<file path="src/rtl/psd_pkg.sv">
// rtl/psd_pkg.sv - shared types and helpers for the parametrised sequence detector
//
// Purpose: state encoding and fill-counter sizing shared by psd_window and
// param_sequence_detector.
package psd_pkg;

  typedef enum logic [1:0] {
    IDLE = 2'd0,
    FILL = 2'd1,
    HUNT = 2'd2
  } state_t;

  // Fill counts 0..width inclusive, so it needs one more code than width.
  function automatic int fill_width(input int width);
    return $clog2(width + 1);
  endfunction

endpackage

</file>
<file path="src/rtl/psd_window.sv">
// rtl/psd_window.sv - shift history, fill counter and masked compare
//
// Purpose: holds the last WIDTH accepted bits and how many of them are valid,
// and flags a match against the post-shift window for the bit being accepted.
// Ports:
//   clk, reset        clock, async active-low reset
//   clear             synchronous clear of history and fill
//   accept            a bit is being taken this cycle
//   data_in           serial bit
//   pattern           target; pattern[WIDTH-1] is the earliest bit
//   pattern_mask      1 = compare this position
//   overlap           0 = restart the window after a match
//   match             combinational: the accepted bit completes a match
//   full_next         window will be full after this edge
module psd_window
  import psd_pkg::*;
#(
  parameter int WIDTH = 4
) (
  input  logic             clk,
  input  logic             reset,
  input  logic             clear,
  input  logic             accept,
  input  logic             data_in,
  input  logic [WIDTH-1:0] pattern,
  input  logic [WIDTH-1:0] pattern_mask,
  input  logic             overlap,
  output logic             match,
  output logic             full_next
);

  localparam int FW = fill_width(WIDTH);
  localparam logic [FW-1:0] FULL = FW'(WIDTH);

  logic [WIDTH-1:0] history;
  logic [WIDTH-1:0] history_next;
  logic [FW-1:0]    fill;
  logic [FW-1:0]    fill_inc;
  logic             restart;

  always_comb begin
    history_next = {history[WIDTH-2:0], data_in};
    fill_inc     = (fill == FULL) ? fill : fill + 1'b1;
    match        = accept && (fill_inc == FULL) &&
                   (((history_next ^ pattern) & pattern_mask) == '0);
    restart      = match && !overlap;
    if (clear) begin
      full_next = 1'b0;
    end else if (accept) begin
      full_next = !restart && (fill_inc == FULL);
    end else begin
      full_next = (fill == FULL);
    end
  end

  always_ff @(posedge clk or negedge reset) begin
    if (!reset) begin
      history <= '0;
      fill    <= '0;
    end else if (clear) begin
      history <= '0;
      fill    <= '0;
    end else if (accept) begin
      history <= history_next;
      // Non-overlap mode: the matching bit is consumed, WIDTH fresh bits follow.
      fill    <= restart ? '0 : fill_inc;
    end
  end

endmodule

</file>
<file path="src/rtl/param_sequence_detector.sv">
// rtl/param_sequence_detector.sv - parametrised serial bit-pattern detector
//
// Purpose: detects a run-time pattern (with don't-care mask) on a valid-qualified
// serial stream, pulses detected once per match and counts matches (saturating).
// Ports:
//   clk, reset        clock, async active-low reset
//   enable            0 = ignore bits, FSM holds in IDLE
//   clear             synchronous clear of history, fill, count, detected
//   data_valid        qualifies data_in
//   data_in           serial bit
//   pattern           target; pattern[WIDTH-1] is the earliest bit
//   pattern_mask      1 = compare, 0 = don't care
//   overlap           1 = overlapping matches allowed
//   detected          one-cycle registered match pulse
//   match_count       saturating match counter
//   busy              1 in FILL or HUNT
module param_sequence_detector
  import psd_pkg::*;
#(
  parameter int WIDTH = 4,
  parameter int CNT_W = 8
) (
  input  logic             clk,
  input  logic             reset,
  input  logic             enable,
  input  logic             clear,
  input  logic             data_valid,
  input  logic             data_in,
  input  logic [WIDTH-1:0] pattern,
  input  logic [WIDTH-1:0] pattern_mask,
  input  logic             overlap,
  output logic             detected,
  output logic [CNT_W-1:0] match_count,
  output logic             busy
);

  state_t state;
  logic   accept;
  logic   match;
  logic   full_next;
  logic   match_pend;

  assign accept = enable && data_valid && !clear;

  psd_window #(
    .WIDTH(WIDTH)
  ) u_window (
    .clk         (clk),
    .reset       (reset),
    .clear       (clear),
    .accept      (accept),
    .data_in     (data_in),
    .pattern     (pattern),
    .pattern_mask(pattern_mask),
    .overlap     (overlap),
    .match       (match),
    .full_next   (full_next)
  );

  assign busy = (state == FILL) || (state == HUNT);

  // The compare uses the pattern present when the bit is accepted; the result
  // is held one cycle in match_pend so detected rises one edge after acceptance.
  always_ff @(posedge clk or negedge reset) begin
    if (!reset) begin
      state       <= IDLE;
      match_pend  <= 1'b0;
      detected    <= 1'b0;
      match_count <= '0;
    end else if (clear) begin
      state       <= enable ? FILL : IDLE;
      match_pend  <= 1'b0;
      detected    <= 1'b0;
      match_count <= '0;
    end else begin
      match_pend <= match;
      detected   <= match_pend;
      if (match_pend && (match_count != '1)) begin
        match_count <= match_count + 1'b1;
      end
      if (!enable) begin
        state <= IDLE;
      end else begin
        case (state)
          IDLE:    state <= full_next ? HUNT : FILL;
          FILL:    if (full_next) state <= HUNT;
          // Leaving a full window only happens on a non-overlap restart.
          HUNT:    if (!full_next) state <= FILL;
          default: state <= IDLE;
        endcase
      end
    end
  end

endmodule

</file>
<file path="config.mk">
export PLATFORM = sky130hd
export DESIGN_NAME = param_sequence_detector
export DESIGN_NICKNAME = d
export VERILOG_FILES = /design/src/rtl/psd_pkg.sv /design/src/rtl/psd_window.sv /design/src/rtl/param_sequence_detector.sv
export SDC_FILE = /design/constraint.sdc
export NUM_CORES = 1
export LEC_CHECK = 0
export CAP_MARGIN = 25
export CORE_MARGIN = 2
export CORE_UTILIZATION = 25
export DETAILED_ROUTE_END_ITERATION = 10
export SYNTH_ARGS = -nofsm -noshare
export SYNTH_HDL_FRONTEND = slang
export SYNTH_SLANG_ARGS = --single-unit
</file>
<file path="constraint.sdc">
create_clock -name clk -period 3.45 [get_ports clk]
set_clock_uncertainty 0.15 [all_clocks]
set_input_delay 0.345 -clock clk [delete_from_list [all_inputs] [get_ports clk]]
set_output_delay 0.345 -clock clk [all_outputs]
set_load 0.05 [all_outputs]
</file>
==> results.cfg, run 1 <==
[critical_path]
worst_path_cell_trace = inv_1, ha_1, and3b_1, or4_4, o32ai_2, o31ai_2, mux2_4, o221a_1
cp.buffers_inverters = 1
critPathTopFamily = simple AND/OR/NAND/NOR gates
worst_ep_arrival_time_ps = 2660
required_ps = 3440
nature_of_the_critical_path_endpoint = register
worstSetupPathType = register to register
worstReg2RegStart = u_window.fill[0]$_DFFE_PN0P_
crit_path_max_incr_delay_ps = 520
timing.critical_path.from = u_window.fill[0]$_DFFE_PN0P_
critical_path_peak_fanout = 3
timing.critical_path.from_type = register
timing.critical_path.slowest_stage_cell = sky130_fd_sc_hd__or4_4

[die]
die_w_um = 69.0
height_of_the_chip_um = 69.0
initial_utilization_pct = 26.2
die_area_mm2 = 0.00475
std_cell_rows = 23
ioPinCount = 25
floorplan.core_area_mm2 = 0.00403

[clock_network]
cts-root-buf = sky130_fd_sc_hd__clkbuf_8
post-cts-setup-buffers = 0
max-clock-path-buffers = 2
tritoncts = built
cts-resized-gates = 0
clk_pin_slew_worst_paths_ps = 70
htree_num_levels = 1
clock_latency_ps = 250
clkSinkCount = 18
cts-buffers-inserted = 3
holdBufCountCts = 0

[grt]
grt_pass1_wl_mm = 4.04
grt.busiest_layer = met2
use_met1_pct = 14.8
grtUsageMet2_pct = 19.1
pin_count_of_the_biggest_net_entering_global_routing = 19
groute.layer.met3.usage_pct = 2.92
antenna_found_initial = 0
globalRouteOverflowTotal = 0
total_global_route_track_usage_pct = 11.5
number_of_global_route_vias_before_repair = 886

[sta]
max_slew_margin_pct = 45.4
grt_setup_unrepaired = false
setup-tns-final_ps = 0
final.period_utilization_pct = 77.2
finalSetupViolCount = 0
period_needed_ps = 2660
tightestPinTransition_ps = 816
final_hold_fails = 0
maxClockFrequency_mhz = 375
worst_hold_slack_ps = 386
report.final.slew_viol_count = 0

[yosys]
synth.net_count = 134
synth_area_per_cell_um2 = 9.33
synth.top_cells.by_count = sky130_fd_sc_hd__dfrtp_1 (18), sky130_fd_sc_hd__nand2_1 (18), sky130_fd_sc_hd__nor2_1 (13)
post_synth_instance_area_mm2 = 0.00105
prevailing_post_synth_register_cell = sky130_fd_sc_hd__dfrtp_1
post-synth-top-area-cell = sky130_fd_sc_hd__dfrtp_1
syn_inst = 113
top_cells_by_area_in_the_synthesized_netlist = sky130_fd_sc_hd__dfrtp_1 (43%), sky130_fd_sc_hd__ha_1 (7.1%), sky130_fd_sc_hd__nand2_1 (6.4%)
yosys_warnings = 0
netlist.area_leader.share_pct = 42.7
synth-async-reset-ratio_pct = 100
synth-edff-count = 0
synth_cell_types = 29
postSynthRegisterBits = 18
synth.yosys.seq_area_share_pct = 42.7

[placed_design]
finalWeightedCongestion = 0.797
dp_hpwl_mm = 1.75
portBuffers = 24
number_of_placed_instances_taps_included = 185

[pwr]
power_density_mw_per_mm2 = 332
switching_share_pct = 24.6
ir_drop_v = 0.000132
clock_power_share_pct = 36.7
sequentialPowerShare_pct = 47.0
leakage_power_uw = 0.000597
switching_power_uw = 115
intPower_uw = 352
power.combinational.fraction_pct = 16.3

[final_layout]
register_area_um2 = 450
antenna-diode-count = 0
final_layout_size_suffix_gt1_share_pct = 6.47
filler_cell_count = 405
fin_nets = 161
multi_input_gate_area_in_the_final_layout_um2 = 569
area.growth.synth_to_final_pct = 33.5
instances_no_fill = 189

[route]
drc_errors = 0
num_vias = 866
routed_wl_mm = 2.27
drt_pre_antenna_iters = 4
drt-vias-per-instance = 4.58
post_dr_wirelength_cell_um = 12.0
initialDrtViolationCount = 44
detail-route-antenna-nets = 0

[run]
max-cap-violations = 0

[hold_path]
worstHoldPathType = register to register
worstHoldStart = match_pend$_DFF_PN0_

[status]
outcome = complete, no violations
-- power groups by stage --
stage / combinational, µW / sequential, µW / clock, µW
final: 76.2 / 220 / 172
after CTS: 77.3 / 219 / 180
after floorplan: 44.4 / 222 / 0
after detailed placement: 77.0 / 223 / 0
after global placement: 73.9 / 223 / 0
after global routing: 85.3 / 220 / 192
-- worst register-to-register path: cells and delay by family, from the launching register on --
kind	cells	cell delay (ps)
adders and majority gates	1	180
buffers and inverters	1	130
DFF	1	400
AOI/OAI and AO/OA	3	660
and+or+nand+nor	2	700
muxes	1	330
-- metrics by stage --
step                      area [µm²]  utilization (%)  power [µW]  worst slack [ps]
after global routing            1410             34.9         497               691
after global placement          1350             33.6         297               746
after detailed placement        1350             33.6         300               670
final                           1410             34.9         467               787
after CTS                       1410             34.9         476               787
after floorplan                 1050                -         267               921
-- per-layer routing --
layer | part of all wire (%) | vias up
met4 | 0.93 | 0
met1 | 49 | 404
met3 | 4.6 | 3
met5 | 0 | -
met2 | 46 | 24
li1 | - | 435
-- logic make-up (layout without fill, tap and decap cells) --
group | after synthesis | in the layout | synth area share (%)
mux | 3 | 3 | 3.32
flops | 18 | 18 | 42.7
xor+xnor | 12 | 12 | 9.96
compound gates | 18 | 18 | 12.8
buf+inv | 9 | 35 | 3.32
fa+ha+maj | 6 | 6 | 7.12
simple gates | 47 | 47 | 20.8
-- path summary, 6_finish.rpt --
kind | end | slack (ps) | cells after the start
worst max-delay path | state[1]$_DFFE_PN0P_ | 790 | 8
worst min-delay path | detected$_DFF_PN0_ | 390 | 1
worst max register to register | state[1]$_DFFE_PN0P_ | 790 | 8
worst min register to register | detected$_DFF_PN0_ | 390 | 1
max in group asynchronous | match_count[6]$_DFFE_PN0P_ | 2230 | 1
min in group asynchronous | match_pend$_DFF_PN0_ | 410 | 1
-- cells in the final DEF (no fill, tap or decap), types with 5 or more instances in the layout --
cell                              synthesis  layout
sky130_fd_sc_hd__clkdlybuf4s50_1          0      24
sky130_fd_sc_hd__nand2_1                 18      18
sky130_fd_sc_hd__dfrtp_1                 18      18
sky130_fd_sc_hd__nor2_1                  13      13
sky130_fd_sc_hd__xor2_1                   7       7
sky130_fd_sc_hd__a21oi_1                  7       7
sky130_fd_sc_hd__inv_1                    6       6
sky130_fd_sc_hd__ha_1                     6       6
sky130_fd_sc_hd__xnor2_1                  5       5
-- sequential cells by signal, indices dropped and copies added (netlist names) --
| signal | cells |
|---|---|
| detected | 1 |
| state | 2 |
| match_count | 8 |
| u_window.fill | 3 |
| match_pend | 1 |
| u_window.history | 3 |
-- layout make-up --
class	instances	area share, %
sequential	18	32.0
tap	50	4.44
clock buffer	4	3.91
timing repair buffer	25	17.6
inverter	6	1.60
multi-input combinational	86	40.4
No activity file was read; power rests on OpenSTA's default activity.
==> inputs of run 2 (changes only) <==
==> constraint.sdc (replaced) <==
create_clock -name clk -period 2.23 [get_ports clk]
set_clock_uncertainty 0.15 [all_clocks]
set_input_delay 0.223 -clock clk [delete_from_list [all_inputs] [get_ports clk]]
set_output_delay 0.223 -clock clk [all_outputs]
set_load 0.05 [all_outputs]
==> run 2 against run 1 <==
Effect of this change: the flow now finishes with violations (negative setup slack); worst hold slack got worse by 230 ps; clock power rose by 50%; flip-flop and latch count did not move; routed wire length rose by 1.6%; critical path depth did not move; cell count rose by 4.2%; sequential power rose by 55%; die area did not move; combinational power rose by 75%; via count rose by 4.5%; fmax rose by 11%; final area rose by 6.4%.
==> results.cfg, run 2 (synthesis gave the netlist of run 1 again) <==
[final_layout]
commonest_non_fill_non_tap_cells_in_the_layout = sky130_fd_sc_hd__clkdlybuf4s50_1 (23), sky130_fd_sc_hd__nand2_1 (18), sky130_fd_sc_hd__dfrtp_1 (18)
largest_reg_flops = 8
largest-register = match_count
area.growth.synth_to_final_pct = 42.0
most_frequent_standard_cell_in_the_layout_excluding_fill_and_tap_cells = sky130_fd_sc_hd__clkdlybuf4s50_1
finalCoreUtilization_pct = 37.2
top_regs = match_count x8, u_window.fill x3, u_window.history x3
fin_nets = 169
final_layout_size_suffix_gt1_share_pct = 16.3
postLayoutCellArea_mm2 = 0.00150
antenna-diode-count = 0

[critical_path]
worst_ep_arrival_time_ps = 2390
worst_path_cell_trace = inv_2, ha_4, and3b_1, or4_4, o32ai_2, o31ai_2, mux2_4, o221a_1
worstSetupPathType = register to register
crit_path_max_incr_delay_ps = 420
critPathTopFamily = compound AO/OA/AOI/OAI gates
timing.critical_path.from_type = register
rr_worst_depth = 8
end_of_the_worst_register_to_register_path = state[1]$_DFFE_PN0P_
nature_of_the_critical_path_endpoint = register
r2r_setup_slack_ps = -180
critical_path_peak_fanout = 2
required_ps = 2220
worstReg2RegStart = u_window.fill[0]$_DFFE_PN0P_
cp.buffers_inverters = 1
timing.critical_path.slowest_stage_cell = sky130_fd_sc_hd__or4_4

[clock_network]
clock_latency_ps = 250
htree_num_levels = 1
clkSinkCount = 18
holdBufCountCts = 0
tritoncts = built
clk_pin_slew_worst_paths_ps = 70
cts-buffers-inserted = 3
cts-root-buf = sky130_fd_sc_hd__clkbuf_8
max-clock-path-buffers = 2

[die]
ioPinCount = 25
floorplan.core_area_mm2 = 0.00403
std_cell_rows = 23
die_w_um = 69.0
height_of_the_chip_um = 69.0
die_area_mm2 = 0.00475
initial_utilization_pct = 26.2

[grt]
total_global_route_track_usage_pct = 10.7
grt_pass1_wl_mm = 3.84
globalRouteOverflowTotal = 0
antenna_found_initial = 0
pin_count_of_the_biggest_net_entering_global_routing = 19
number_of_global_route_vias_before_repair = 895

[route]
post_dr_wirelength_cell_um = 11.7
num_vias = 905
routed_wl_mm = 2.30
initialDrtViolationCount = 41
detail-route-antenna-nets = 0
drt-vias-per-instance = 4.59
drt_pre_antenna_iters = 3
drc_errors = 0

[placed_design]
finalWeightedCongestion = 0.797
portBuffers = 24
post-place-ws_ps = -299
placedInstanceArea_mm2 = 0.00142
dp_hpwl_mm = 1.77

[sta]
report.final.slew_viol_count = 0
max_slew_margin_pct = 66.8
final.period_utilization_pct = 108
maxClockFrequency_mhz = 416
finalSetupViolCount = 2
setup-tns-final_ps = -318
final_hold_fails = 0
tightestPinTransition_ps = 493
crit_path_setup_slack_layout_ps = -177
period_needed_ps = 2410
grt_setup_unrepaired = true

[pwr]
ir_drop_v = 0.000195
leakage_power_uw = 0.000636
total_power_after_layout_uw = 732
power_density_mw_per_mm2 = 489

[run]
max-cap-violations = 0

[status]
violations = negative setup slack
outcome = complete, but fails checks

[hold_path]
worstHoldPathType = primary input to asynchronous set/reset pin
==> run 2: changes by cell type in the layout (fill, tap and decap cells not counted), sizes merged <==
cell,before,now
buf,1,10
clkdlybuf4s50,24,23
==> run 2: power breakdown <==
part,total (µW),internal [µW],switching (µW),leakage (µW)
sequential,340,333,7.18,0.000248
combinational,133,64.1,69.3,0.000360
clock,258,157,102,0.0000288
total,732,554,178,0.000636
==> run 2: repair_timing <==
item | CTS | global route
pin swaps | 2 | 0
hold endpoints to repair | 0 | 0
setup buffers | 1 | 0
gates resized for setup | 1 | 4
endpoints found under the setup margin | 2 | 3
==> run 2: worst max-delay path by stage <==
stage                      endpoint  slack (ps)                    startpoint  depth (start not counted)
2_1_floorplan  state[1]$_DFFE_PN0P_        -230  u_window.fill[0]$_DFFE_PN0P_                          8
3_3_place_gp   state[1]$_DFFE_PN0P_        -240  u_window.fill[0]$_DFFE_PN0P_                          7
3_5_place_dp   state[1]$_DFFE_PN0P_        -300  u_window.fill[1]$_DFFE_PN0P_                          7
4_1_cts        state[1]$_DFFE_PN0P_        -190  u_window.fill[1]$_DFFE_PN0P_                          8
5_1_grt        state[1]$_DFFE_PN0P_        -280  u_window.fill[1]$_DFFE_PN0P_                          8
6_report       state[1]$_DFFE_PN0P_        -180  u_window.fill[0]$_DFFE_PN0P_                          8
==> run 2: layer usage <==
layer / up-vias / GRT usage (%) / wire length, µm / share of wire [%]
met5: - / 0 / 0 / 0
met4: 0 / 4.41 / 25 / 1.1
met3: 4 / 1.95 / 93 / 4.0
met2: 17 / 18.5 / 1160 / 51
met1: 433 / 13.1 / 1020 / 44
li1: 451 / - / - / -
==> run 2: layout make-up <==
| type | count | area, µm² |
|---|---|---|
| sequential | 18 | 450 |
| timing repair buffer | 33 | 305 |
| tap | 50 | 62.6 |
| fill | 411 | 2530 |
| multi-input combinational | 86 | 602 |
| inverter | 6 | 22.5 |
| clock buffer | 4 | 55.1 |
==> run 2: worst reg2reg max path, stage by stage, from the launching register on <==
cell                      delay [ps]
sky130_fd_sc_hd__dfrtp_1         400
sky130_fd_sc_hd__inv_2            90
sky130_fd_sc_hd__ha_4            120
sky130_fd_sc_hd__and3b_1         160
sky130_fd_sc_hd__or4_4           420
sky130_fd_sc_hd__o32ai_2         270
sky130_fd_sc_hd__o31ai_2         120
sky130_fd_sc_hd__mux2_4          320
sky130_fd_sc_hd__o221a_1         240
==> run 2: per-stage QoR <==
| stage | hold WS, ps | cells |
|---|---|---|
| 6_report | 153 | 197 |
| 5_1_grt | 183 | 197 |
| 4_1_cts | 157 | 197 |
| 3_5_place_dp | 371 | 192 |
| 3_3_place_gp | 366 | 192 |
| 2_1_floorplan | -223 | 113 |
==> inputs of run 3 (changes only) <==
==> constraint.sdc (replaced) <==
create_clock -name clk -period 2.7 [get_ports clk]
set_clock_uncertainty 0.15 [all_clocks]
set_input_delay 0.27 -clock clk [delete_from_list [all_inputs] [get_ports clk]]
set_output_delay 0.27 -clock clk [all_outputs]
set_load 0.05 [all_outputs]
==> run 3 against run 2 <==
Effect of this change: the flow now finishes without violations; sequential share of layout area increased by 0.77 points; via count rose by 0.33%; die area is the same; cell count is 2.0% lower; utilization shrank 0.93 points; critical path type unchanged; critical endpoint unchanged; largest cell class unchanged; highest routed layer unchanged.
==> results.cfg, run 3 (synthesis gave the netlist of run 1 again) <==
[sta]
final_hold_fails = 0
final.period_utilization_pct = 93.9
setup-tns-final_ps = 0
tightestPinTransition_ps = 798
finalSetupViolCount = 0
max_slew_margin_pct = 46.6
report.final.slew_viol_count = 0
maxClockFrequency_mhz = 394
period_needed_ps = 2540
grt_setup_unrepaired = false

[route]
initialDrtViolationCount = 35
post_dr_wirelength_cell_um = 11.8
detail-route-antenna-nets = 0
drt-vias-per-instance = 4.70
routed_wl_mm = 2.27
drt_pre_antenna_iters = 4
drc_errors = 0
num_vias = 908

[final_layout]
fin_nets = 165
largest_reg_flops = 8
most_frequent_standard_cell_in_the_layout_excluding_fill_and_tap_cells = sky130_fd_sc_hd__clkdlybuf4s50_1
antenna-diode-count = 0
final_layout_size_suffix_gt1_share_pct = 10.5
area.growth.synth_to_final_pct = 38.4
commonest_non_fill_non_tap_cells_in_the_layout = sky130_fd_sc_hd__clkdlybuf4s50_1 (24), sky130_fd_sc_hd__nand2_1 (18), sky130_fd_sc_hd__dfrtp_1 (18)
postLayoutCellArea_mm2 = 0.00146
largest-register = match_count
top_regs = match_count x8, u_window.fill x3, u_window.history x3
filler_cell_count = 425

[clock_network]
tritoncts = built
clkSinkCount = 18
cts-root-buf = sky130_fd_sc_hd__clkbuf_8
htree_num_levels = 1
max-clock-path-buffers = 2
clk_pin_slew_worst_paths_ps = 70
cts-buffers-inserted = 3
clock_latency_ps = 250

[die]
initial_utilization_pct = 26.2
floorplan.core_area_mm2 = 0.00403
height_of_the_chip_um = 69.0
ioPinCount = 25
die_w_um = 69.0
std_cell_rows = 23
die_area_mm2 = 0.00475

[placed_design]
dp_hpwl_mm = 1.71
placedInstanceArea_mm2 = 0.00137
finalWeightedCongestion = 0.901
portBuffers = 24

[hold_path]
worstHoldPathType = primary input to asynchronous set/reset pin

[grt]
number_of_global_route_vias_before_repair = 876
antenna_found_initial = 0
pin_count_of_the_biggest_net_entering_global_routing = 19
globalRouteOverflowTotal = 0
grt_pass1_wl_mm = 3.95
total_global_route_track_usage_pct = 11.0

[critical_path]
worstSetupPathType = register to register
crit_path_max_incr_delay_ps = 450
critical_path_peak_fanout = 3
worst_path_cell_trace = inv_2, ha_2, and3b_1, or4_4, o32ai_4, o31ai_4, mux2_4, o221a_1
worst_ep_arrival_time_ps = 2530
nature_of_the_critical_path_endpoint = register
required_ps = 2700
timing.critical_path.slowest_stage_cell = sky130_fd_sc_hd__or4_4
timing.critical_path.from_type = register

[pwr]
power_density_mw_per_mm2 = 412
ir_drop_v = 0.000225
leakage_power_uw = 0.000615

[status]
outcome = complete, no violations

[run]
max-cap-violations = 0
run 3: critical path: cells and delay by family, from the launching register on:
family | cells | cell delay [ps]
fa+ha+maj | 1 | 170
simple gates | 2 | 630
flops | 1 | 390
compound gates | 3 | 680
buf+inv | 1 | 90
mux | 1 | 320
run 3: repair_timing:
item                                    4_1_cts  5_1_grt
endpoints found under the setup margin        0        2
buffers inserted                              0        2
resized for setup                             0        4
hold buffers                                  0        0
run 3: report_power, final:
| group | total [µW] | switching, µW | internal (µW) |
|---|---|---|---|
| combinational | 103 | 54.5 | 48.1 |
| sequential | 281 | 5.36 | 275 |
| clock | 219 | 89.1 | 130 |
run 3: area by class of cell:
| type | count | area [µm²] | share of cell area, % |
|---|---|---|---|
| tap | 50 | 62.6 | 4.28 |
| sequential | 18 | 450 | 30.8 |
| clock buffer | 4 | 55.1 | 3.77 |
| multi-input combinational | 86 | 592 | 40.5 |
| timing repair buffer | 29 | 278 | 19.0 |
| inverter | 6 | 22.5 | 1.54 |
run 3: per-layer routing:
metal,global-route usage [%],part of all wire [%],routed length [µm]
met3,2.60,5.9,134
met4,1.72,0.53,12
met2,18.6,48,1080
met1,14.4,46,1040
met5,0,0,0
run 3: final timing paths:
kind | start | endpoint | slack (ps) | cells after the start
hold reg to reg | match_pend$_DFF_PN0_ | detected$_DFF_PN0_ | 390 | 1
hold / removal | reset | match_count[7]$_DFFE_PN0P_ | 330 | 1
setup / recovery | u_window.fill[0]$_DFFE_PN0P_ | state[1]$_DFFE_PN0P_ | 160 | 8
max in group asynchronous | reset | match_pend$_DFF_PN0_ | 1570 | 1
min in group clk | match_pend$_DFF_PN0_ | detected$_DFF_PN0_ | 390 | 1
setup reg to reg | u_window.fill[0]$_DFFE_PN0P_ | state[1]$_DFFE_PN0P_ | 160 | 8
run 3: metrics by stage:
stage	util, %	hold slack [ps]	power, µW	worst slack, ps	std cells
floorplan	-	-176	341	171	113
global placement	33.9	361	382	135	187
detailed placement	33.9	370	385	60.0	187
CTS	35.3	374	605	60.5	191
global route	36.2	408	635	64.5	193
finish	36.2	330	602	164	193
